===== src/rtl/serial_compare_ctrl.sv =====
// Bit-serial unsigned magnitude comparator: one operand pair in, walked MSB-first
// through a single 1-bit compare cell, one gt/lt/eq result out.
module serial_compare_ctrl #(
   parameter int WIDTH      = 8,
   parameter int EARLY_EXIT = 1,
   parameter int CW         = $clog2(WIDTH + 1)
) (
   input  logic             clk,
   input  logic             reset,
   input  logic             in_valid,
   output logic             in_ready,
   input  logic [WIDTH-1:0] A,
   input  logic [WIDTH-1:0] B,
   output logic             out_valid,
   input  logic             out_ready,
   output logic             gt,
   output logic             lt,
   output logic             eq,
   output logic [CW-1:0]    steps,
   output logic [1:0]       state_dbg
);

   // Handshakes: a transfer happens on a rising edge where valid and ready are both 1.
   // in_ready is high only in IDLE, out_valid only in DONE; each side holds its
   // payload stable while valid is high and the other side is not ready.
   typedef enum logic [1:0] {
      S_IDLE = 2'd0,
      S_SCAN = 2'd1,
      S_DONE = 2'd2
   } state_t;

   state_t           state_q, state_d;
   logic [WIDTH-1:0] a_sh_q, a_sh_d;
   logic [WIDTH-1:0] b_sh_q, b_sh_d;
   logic             p_q, p_d;
   logic             q_q, q_d;
   logic [CW-1:0]    idx_q, idx_d;
   logic [CW-1:0]    cnt_q, cnt_d;
   logic             in_ready_q, in_ready_d;
   logic             out_valid_q, out_valid_d;
   logic             gt_q, gt_d;
   logic             lt_q, lt_d;
   logic             eq_q, eq_d;
   logic [CW-1:0]    steps_q, steps_d;

   logic a_bit, b_bit;
   logic p_nxt, q_nxt;
   logic scan_last;

   // The compare cell: once one side wins, the other flag can never set.
   assign a_bit = a_sh_q[WIDTH-1];
   assign b_bit = b_sh_q[WIDTH-1];
   assign p_nxt = p_q | (~q_q & a_bit & ~b_bit);
   assign q_nxt = q_q | (~p_q & ~a_bit & b_bit);
   assign scan_last = ((EARLY_EXIT != 0) && (p_nxt | q_nxt)) || (idx_q == '0);

   always_comb begin
      state_d     = state_q;
      a_sh_d      = a_sh_q;
      b_sh_d      = b_sh_q;
      p_d         = p_q;
      q_d         = q_q;
      idx_d       = idx_q;
      cnt_d       = cnt_q;
      in_ready_d  = in_ready_q;
      out_valid_d = out_valid_q;
      gt_d        = gt_q;
      lt_d        = lt_q;
      eq_d        = eq_q;
      steps_d     = steps_q;

      case (state_q)
         S_IDLE: begin
            in_ready_d = 1'b1;
            if (in_valid && in_ready_q) begin
               a_sh_d     = A;
               b_sh_d     = B;
               p_d        = 1'b0;
               q_d        = 1'b0;
               idx_d      = CW'(WIDTH - 1);
               cnt_d      = '0;
               in_ready_d = 1'b0;
               state_d    = S_SCAN;
            end
         end
         S_SCAN: begin
            a_sh_d = a_sh_q << 1;
            b_sh_d = b_sh_q << 1;
            p_d    = p_nxt;
            q_d    = q_nxt;
            cnt_d  = cnt_q + CW'(1);
            if (scan_last) begin
               out_valid_d = 1'b1;
               gt_d        = p_nxt;
               lt_d        = q_nxt;
               eq_d        = ~(p_nxt | q_nxt);
               steps_d     = cnt_q + CW'(1);
               state_d     = S_DONE;
            end else begin
               idx_d = idx_q - CW'(1);
            end
         end
         S_DONE: begin
            if (out_ready) begin
               out_valid_d = 1'b0;
               gt_d        = 1'b0;
               lt_d        = 1'b0;
               eq_d        = 1'b0;
               in_ready_d  = 1'b1;
               state_d     = S_IDLE;
            end
         end
         default: begin
            out_valid_d = 1'b0;
            gt_d        = 1'b0;
            lt_d        = 1'b0;
            eq_d        = 1'b0;
            in_ready_d  = 1'b0;
            state_d     = S_IDLE;
         end
      endcase
   end

   always_ff @(posedge clk or negedge reset) begin
      if (!reset) begin
         state_q     <= S_IDLE;
         a_sh_q      <= '0;
         b_sh_q      <= '0;
         p_q         <= 1'b0;
         q_q         <= 1'b0;
         idx_q       <= '0;
         cnt_q       <= '0;
         in_ready_q  <= 1'b0;
         out_valid_q <= 1'b0;
         gt_q        <= 1'b0;
         lt_q        <= 1'b0;
         eq_q        <= 1'b0;
         steps_q     <= '0;
      end else begin
         state_q     <= state_d;
         a_sh_q      <= a_sh_d;
         b_sh_q      <= b_sh_d;
         p_q         <= p_d;
         q_q         <= q_d;
         idx_q       <= idx_d;
         cnt_q       <= cnt_d;
         in_ready_q  <= in_ready_d;
         out_valid_q <= out_valid_d;
         gt_q        <= gt_d;
         lt_q        <= lt_d;
         eq_q        <= eq_d;
         steps_q     <= steps_d;
      end
   end

   assign in_ready  = in_ready_q;
   assign out_valid = out_valid_q;
   assign gt        = gt_q;
   assign lt        = lt_q;
   assign eq        = eq_q;
   assign steps     = steps_q;
   assign state_dbg = state_q;

endmodule


===== config.mk =====
export PLATFORM = sky130hd
export DESIGN_NAME = serial_compare_ctrl
export DESIGN_NICKNAME = d
export VERILOG_FILES = /design/src/rtl/serial_compare_ctrl.sv
export SDC_FILE = /design/constraint.sdc
export NUM_CORES = 1
export LEC_CHECK = 0
export CAP_MARGIN = 5
export CELL_PAD_IN_SITES_DETAIL_PLACEMENT = 1
export CELL_PAD_IN_SITES_GLOBAL_PLACEMENT = 1
export CORE_MARGIN = 4
export CORE_UTILIZATION = 30
export CTS_CLUSTER_SIZE = 30
export DETAILED_ROUTE_END_ITERATION = 10
export GPL_ROUTABILITY_DRIVEN = 0
export PLACE_DENSITY = 0.69
export SYNTH_ARGS = -nofsm -noshare
export SYNTH_HDL_FRONTEND = slang
export SYNTH_SLANG_ARGS = --single-unit

===== constraint.sdc =====
create_clock -name clk -period 4.7 [get_ports clk]
set_input_delay 1.41 -clock clk [delete_from_list [all_inputs] [get_ports clk]]
set_output_delay 1.41 -clock clk [all_outputs]
set_load 0.1 [all_outputs]

==> results of run 1 <==
-- area by class of cell --
type / count / area [µm²] / share of cell area
multi-input cells: 109 / 774 / 0.348
flip-flops and latches: 37 / 926 / 0.416
well taps: 72 / 90.1 / 0.0405
clock buffers: 8 / 80.1 / 0.0360
inverters: 7 / 26.3 / 0.0118
repair buffers: 34 / 328 / 0.147
-- power by group --
group / internal, mW / switching [mW]
logic: 0.250 / 0.501
clock network: 0.105 / 0.109
registers: 0.446 / 0.116
total: 0.801 / 0.726
-- sequential cells by signal (all words and copies together), names as in the netlist, 2 cells and up --
| register | cells |
|---|---|
| b_sh_q | 8 |
| state_dbg | 2 |
| a_sh_q | 8 |
| idx_q | 4 |
| cnt_q | 4 |
| steps | 4 |
-- cell usage in the layout, fill, tap and decap left out, drive strengths merged, types with 2 or more instances in the layout --
cell type and count:
inv 7, mux2 3, xnor2 2, dfrtp 37, nand4 2, clkdlybuf4s50 29
mux2i 17, nor2 4, o21ai 41, a21oi 2, nand3 2, clkbuf 8
ha 2, buf 5, nand2b 3, nor3b 3, a22o 4, nand2 6
a31oi 2
-- cells by family (layout without fill, tap and decap cells) --
family          Yosys count  count (layout)  share of synthesized area
simple gates             27              27                     0.0910
fa+ha+maj                 2               2                     0.0141
mux                      20              20                      0.115
flops                    37              37                      0.522
buf+inv                  16              49                     0.0423
xor+xnor                  3               3                     0.0191
compound gates           57              57                      0.196
-- per-layer routing --
layer / wire, µm / part of all wire / track usage
met1: 1880 / 0.47 / 0.153
met2: 1900 / 0.48 / 0.185
met3: 158 / 0.040 / 0.0330
met4: 40 / 0.010 / 0.0388
met5: 0 / 0 / 0
-- final timing paths --
path | endpoint | from | cells after the start
max in group asynchronous | lt | reset | 2
min | a_sh_q[5] | a_sh_q[5] | 2
max reg2reg | idx_q[2] | state_dbg[1] | 4
min reg2reg | a_sh_q[5] | a_sh_q[5] | 2
min in group asynchronous | a_sh_q[5] | reset | 2
max | state_dbg[0] | state_dbg[0] | 1
-- stage by stage --
stage          hold WS [ns]  power (mW)  instance area, µm²  setup WS, ns
2_1_floorplan         0.473        1.13                1770          2.28
3_3_place_gp          0.492        1.31                2140          1.59
3_5_place_dp          0.500        1.33                2140          1.57
4_1_cts               0.518        1.55                2220          1.25
5_1_grt               0.536        1.63                2220          1.18
6_report              0.513        1.53                2220          1.28
==> results_dict.tcl, run 1 <==
set metrics [dict create \
    status "finished clean" \
    tightest_slew_ns 0.971 \
    hold_viol_final 0 \
    core_um2 5610 \
    grt-ovfl-total 0 \
    crit_path_top_delay_cell "clkdlybuf4s50_1" \
    layout_min_cycle_time_ns 3.42 \
    setup_tns_ns 0 \
    yosys.area.top_type_share 0.522 \
    crit_type "reg -> out" \
    critical_path.max_stage_delay_ns 1.20 \
    drt_iter0_markers 40 \
    dieArea_um2 7200 \
    cts_buffers 5 \
    cts_num_sinks 37 \
    route.detailed.wl_per_inst_um 14.9 \
    async_flop_share 1.00 \
    num_rows 27 \
    worstPathMaxFanout 10 \
    fin_crit_sh 0.728 \
    grt_pass1_wl_mm 6.76 \
    power_density_nw_per_um2 687 \
    arrival_ns 2.01 \
    grt_use_total 0.116 \
    final_cells 267 \
    place_inst 259 \
    syn_area_um2 1770 \
    io_pins 31 \
    routed_wl_mm 3.98 \
    ys_seq_area_frac 0.522 \
    grt_pass1_vias 1431 \
    vias 1322 \
    die_w_um 84.9 \
    drt-vias-per-instance 4.95 \
    synth_warnings 0 \
    fmax_ghz 0.292 \
    synth_nets 184 \
    syn_inst 162 \
    tritoncts "done" \
    setup-violations-final 0 \
    rrSetupSlack_ns 2.57 \
    clockBufferDepth 2 \
    slew_headroom 0.350 \
    final_util 0.397 \
    crit_family "buffers and inverters" \
    clock_skew_ns 0.00271 \
    maxCapViolations 0 \
    power_leakage_nw 0.951 \
    ir_drop_uv 243 \
    synthFlopType "dfrtp_1" \
    rsz0062_at_grt "no" \
    dr.pass1.iters 2 \
    required_ns 3.29 \
    h-tree-depth 2 \
    cts_root_buf "clkbuf_8" \
    cp_num_buf_inv 1 \
    path_cells "clkdlybuf4s50_1" \
    yosys-top-cells-area "dfrtp_1, o21ai_0, mux2i_1, a22o_1, mux2_2" \
    ys_top_cells_by_count "o21ai_0, dfrtp_1, mux2i_1" \
    startpoint_type "flop" \
    end_kind "output port" \
    syn2layout_area_growth_pct 25.5 \
    syn_area_per_cell_um2 10.9 \
    clk_latency_ns 0.28 \
    slew_viol_final 0 \
    initial_core_util 0.316 \
    synth_seq_cells 37 \
    synth_area_leader_cell "dfrtp_1" \
    synth-edff-count 0 \
    antenna_found_initial 0 \
    ys_types 41 \
    hold_path.class "reg -> reg" \
    numPortBuffers 30 \
    grt_max_degree 38 \
    antenna_cells 0 \
    finalNetCount 216 \
    drc_errors 0 \
    cts-resized-gates 0 \
    clk_pin_slew_ns 0.07 \
    hold_buffers 0 \
    postRouteAntennaNets 0 \
    drive_above_1_share 0.0974 \
    die_y_um 84.9 \
    post_cts_buffers 0 \
    yosysMostFrequentCell "o21ai_0" \
    place_hpwl_mm 2.79 \
    fillers 649 \
]
Note: power is estimated with default switching activity, not from simulation.
==> run 2: changes to the inputs <==
--- a/config.mk
+++ b/config.mk
@@ -13,7 +13,7 @@
 export CTS_CLUSTER_SIZE = 30
 export DETAILED_ROUTE_END_ITERATION = 10
 export GPL_ROUTABILITY_DRIVEN = 0
-export PLACE_DENSITY = 0.69
+export PLACE_DENSITY = 0.71
 export SYNTH_ARGS = -nofsm -noshare
 export SYNTH_HDL_FRONTEND = slang
 export SYNTH_SLANG_ARGS = --single-unit
==> constraint.sdc (replaced) <==
create_clock -name clk -period 2.9 [get_ports clk]
set_input_delay 0.87 -clock clk [delete_from_list [all_inputs] [get_ports clk]]
set_output_delay 0.87 -clock clk [all_outputs]
set_load 0.1 [all_outputs]
==> results_dict.tcl, run 2 (same netlist as run 1, synthesis figures left out) <==
set metrics [dict create \
    crit_family "flip-flops" \
    ir_drop_uv 479 \
    cts-resized-gates 0 \
    mostFrequentLayoutCells "o21ai_0, dfrtp_1, clkdlybuf4s50_1" \
    setup_tns_ns 0 \
    die_w_um 84.9 \
    drt_iter0_markers 43 \
    pwr-share-seq 0.355 \
    final_common_cell "o21ai_0" \
    tritoncts "done" \
    power_frac_clock 0.146 \
    clock_skew_ns 0.00903 \
    grt_pass1_vias 1461 \
    post_cts_buffers 0 \
    drc_errors 0 \
    vias 1382 \
    worstPathMaxFanout 10 \
    antenna_cells 0 \
    grt_use_met3 0.0311 \
    hold_path.class "reg -> reg" \
    combPwrFrac 0.500 \
    end_kind "output port" \
    arrival_ns 1.21 \
    p_int_mw 1.32 \
    syn2layout_area_growth_pct 25.3 \
    route.detailed.wl_per_inst_um 16.4 \
    power_leakage_nw 0.978 \
    path_cells "buf_4" \
    final_util 0.396 \
    grt-ovfl-total 0 \
    rsz0062_at_grt "no" \
    tightest_slew_ns 0.830 \
    finalNetCount 217 \
    final_cells 267 \
    crit_type "reg -> out" \
    hold_viol_final 0 \
    clk_pin_slew_ns 0.08 \
    die_y_um 84.9 \
    cp_num_buf_inv 1 \
    core_um2 5610 \
    postRouteAntennaNets 0 \
    fmax_ghz 0.480 \
    power_density_nw_per_um2 1140 \
    cts_root_buf "clkbuf_8" \
    status "finished clean" \
    busiest_layer "met2" \
    drt-vias-per-instance 5.18 \
    critical_path.max_stage_delay_ns 0.56 \
    cts_num_sinks 37 \
    slew_headroom 0.447 \
    startpoint_type "flop" \
    grt_pass1_wl_mm 7.47 \
    drive_above_1_share 0.164 \
    globalRouteMet2Util 0.210 \
    grt_use_total 0.131 \
    grtUsageMet1 0.176 \
    num_rows 27 \
    slew_viol_final 0 \
    numPortBuffers 30 \
    hold_buffers 0 \
    rrSetupSlack_ns 0.97 \
    maxCapViolations 0 \
    place_inst 260 \
    cts_buffers 5 \
    antenna_found_initial 0 \
    crit_path_top_delay_cell "dfrtp_1" \
    routed_wl_mm 4.38 \
    required_ns 2.03 \
    place_hpwl_mm 3.05 \
    clockBufferDepth 2 \
    p_sw_mw 1.21 \
    clk_latency_ns 0.29 \
    layout_min_cycle_time_ns 2.08 \
    initial_core_util 0.316 \
    top_regs "a_sh_q: 8 flops, b_sh_q: 8 flops" \
    fin_crit_sh 0.719 \
    dieArea_um2 7200 \
    setup-violations-final 0 \
    h-tree-depth 2 \
    swShare 0.479 \
    io_pins 31 \
    grt_max_degree 38 \
    dr.pass1.iters 4 \
]
run 2: cell types whose count changed in the layout (fill, tap and decap cells not counted):
cell             before  now
clkbuf_1              3    1
buf_4                 5   15
clkdlybuf4s50_1      29   18
buf_2                 0    1
clkbuf_8              5    6
buf_12                0    1
run 2: stage by stage:
stage	total power [mW]	instance area [µm²]	hold WS (ns)	setup slack (ns)
global route	2.72	2220	0.544	0.705
global placement	2.15	2130	0.489	0.576
detailed placement	2.20	2130	0.492	0.545
finish	2.54	2220	0.510	0.816
CTS	2.57	2220	0.513	0.797
floorplan	1.83	1770	0.473	0.898
run 2: layer usage:
metal  up-vias  wire [µm]
met4         0         48
met3         4        155
met5         -          0
met2        23       2110
met1       702       2060
li1        653          -
run 2: worst paths after layout:
kind	depth (start not counted)	startpoint	endpoint
min in group asynchronous	1	reset	in_ready
max reg2reg	5	idx_q[0]	steps[3]
min	2	a_sh_q[3]	a_sh_q[3]
max	1	state_dbg[0]	state_dbg[0]
max in group asynchronous	1	reset	steps[2]
min reg2reg	2	a_sh_q[3]	a_sh_q[3]
run 2: final cells by class:
type                    count  area [µm²]
inverters                   7        26.3
fillers                   662        3390
well taps                  72        90.1
repair buffers             35         318
clock buffers               7        86.3
multi-input cells         109         774
flip-flops and latches     37         926
run 2: power by group through the flow:
stage,clock (mW),sequential (mW),combinational [mW]
after floorplan,0,1.24,0.591
after global placement,0,0.898,1.25
after detailed placement,0,0.911,1.29
after CTS,0.375,0.901,1.29
after global routing,0.402,0.935,1.38
final,0.369,0.900,1.27
==> run 3: changes to the inputs <==
==> constraint.sdc (replaced) <==
create_clock -name clk -period 1.9 [get_ports clk]
set_input_delay 0.57 -clock clk [delete_from_list [all_inputs] [get_ports clk]]
set_output_delay 0.57 -clock clk [all_outputs]
set_load 0.1 [all_outputs]
==> results_dict.tcl, run 3 (same netlist as run 1, synthesis figures left out) <==
set metrics [dict create \
    worstPathMaxFanout 4 \
    drive_above_1_share 0.210 \
    grt_max_degree 24 \
    num_rows 27 \
    layout_min_cycle_time_ns 1.79 \
    p_int_mw 2.29 \
    grt_use_total 0.136 \
    path_cells "inv_1 > ha_1 > or3b_4 > a31oi_4 > mux2_2" \
    initial_core_util 0.316 \
    power_frac_clock 0.135 \
    setup-violations-final 0 \
    clockBufferDepth 2 \
    maxCapViolations 0 \
    final_cells 277 \
    power_density_nw_per_um2 1720 \
    slew_headroom 0.641 \
    grt_pass1_vias 1577 \
    tritoncts "done" \
    postRouteAntennaNets 0 \
    place_inst 269 \
    final_common_cell "o21ai_0" \
    fin_area_um2 2420 \
    arrival_ns 1.97 \
    cts_num_sinks 37 \
    grt_pass1_wl_mm 7.74 \
    place_hpwl_mm 3.17 \
    p_total_mw 4.17 \
    tightest_slew_ns 0.539 \
    power_leakage_nw 1.06 \
    drc_errors 0 \
    slew_viol_final 0 \
    path_depth 5 \
    clk_pin_slew_ns 0.07 \
    core_um2 5610 \
    fillers 626 \
    route.detailed.wl_per_inst_um 15.8 \
    multiInputGateArea_um2 774 \
    crit_type "reg -> reg" \
    post_cts_buffers 0 \
    pre_cts_ws_ns -0.0536 \
    cts_root_buf "clkbuf_8" \
    final_util 0.432 \
    rrSetupSlack_ns 0.11 \
    cts_buffers 5 \
    io_pins 31 \
    dieArea_um2 7200 \
    mostFrequentLayoutCells "o21ai_0, dfrtp_1, clkdlybuf4s50_1" \
    numPortBuffers 30 \
    antenna_cells 0 \
    combPwrFrac 0.526 \
    required_ns 2.08 \
    p_sw_mw 1.88 \
    antenna_found_initial 0 \
    whs_ns 0.263 \
    rsz0062_at_grt "no" \
    r2r_cells 5 \
    grt-ovfl-total 0 \
    vias 1406 \
    fmax_ghz 0.559 \
    setup_tns_ns 0 \
    fin_ws_ns 0.110 \
    drt_iter0_markers 110 \
    hold_buffers 0 \
    syn2layout_area_growth_pct 36.5 \
    ff_latch_area_um2 928 \
    cts-resized-gates 0 \
    swShare 0.452 \
    h-tree-depth 2 \
    finalNetCount 226 \
    dr.pass1.iters 4 \
    pwr-share-seq 0.339 \
    clock_skew_ns 0.00544 \
    fin_crit_sh 0.942 \
    die_y_um 84.9 \
    crit_family "flip-flops" \
    critical_path.max_stage_delay_ns 0.41 \
    ir_drop_uv 751 \
    routed_wl_mm 4.37 \
    top_regs "a_sh_q: 8 flops, b_sh_q: 8 flops" \
    hold_viol_final 0 \
    end_kind "flop" \
    crit_path_top_delay_cell "dfrtp_1" \
    clk_latency_ns 0.29 \
    cp_num_buf_inv 1 \
    status "finished clean" \
    placed_cell_area_um2 2330 \
    drt-vias-per-instance 5.08 \
    die_w_um 84.9 \
    hold_path.class "in -> async" \
    startpoint_type "flop" \
]
run 3: final timing paths:
check / from / endpoint
setup / recovery: idx_q[1] / steps[1]
hold / removal: reset / a_sh_q[0]
setup reg to reg: idx_q[1] / steps[1]
hold reg to reg: a_sh_q[6] / a_sh_q[6]
max in group asynchronous: reset / b_sh_q[6]
min in group clk: a_sh_q[6] / a_sh_q[6]
run 3: worst reg2reg max path, stage by stage, from the launching register on:
cell and delay, ns:
dfrtp_1 0.41, inv_1 0.07, ha_1 0.19, or3b_4 0.41
a31oi_4 0.24, mux2_2 0.37
run 3: cell type report:
cell class | instances | area share
Timing Repair Buffer | 44 | 0.211
Multi-Input combinational cell | 109 | 0.320
Clock buffer | 8 | 0.0372
Tap cell | 72 | 0.0372
Sequential cell | 37 | 0.384
Inverter | 7 | 0.0109
run 3: power by group through the flow:
stage,clock network [mW],registers [mW],logic (mW)
floorplan,0,1.90,0.900
detailed placement,0,1.43,2.22
CTS,0.584,1.42,2.23
global placement,0,1.42,2.17
finish,0.564,1.41,2.19
global route,0.624,1.47,2.38
run 3: per-layer routing:
| layer | GRT usage | vias to the layer above | part of all wire |
|---|---|---|---|
| li1 | - | 669 | - |
| met1 | 0.181 | 707 | 0.48 |
| met2 | 0.215 | 25 | 0.47 |
| met3 | 0.0330 | 5 | 0.035 |
| met4 | 0.0475 | 0 | 0.017 |
| met5 | 0 | - | 0 |
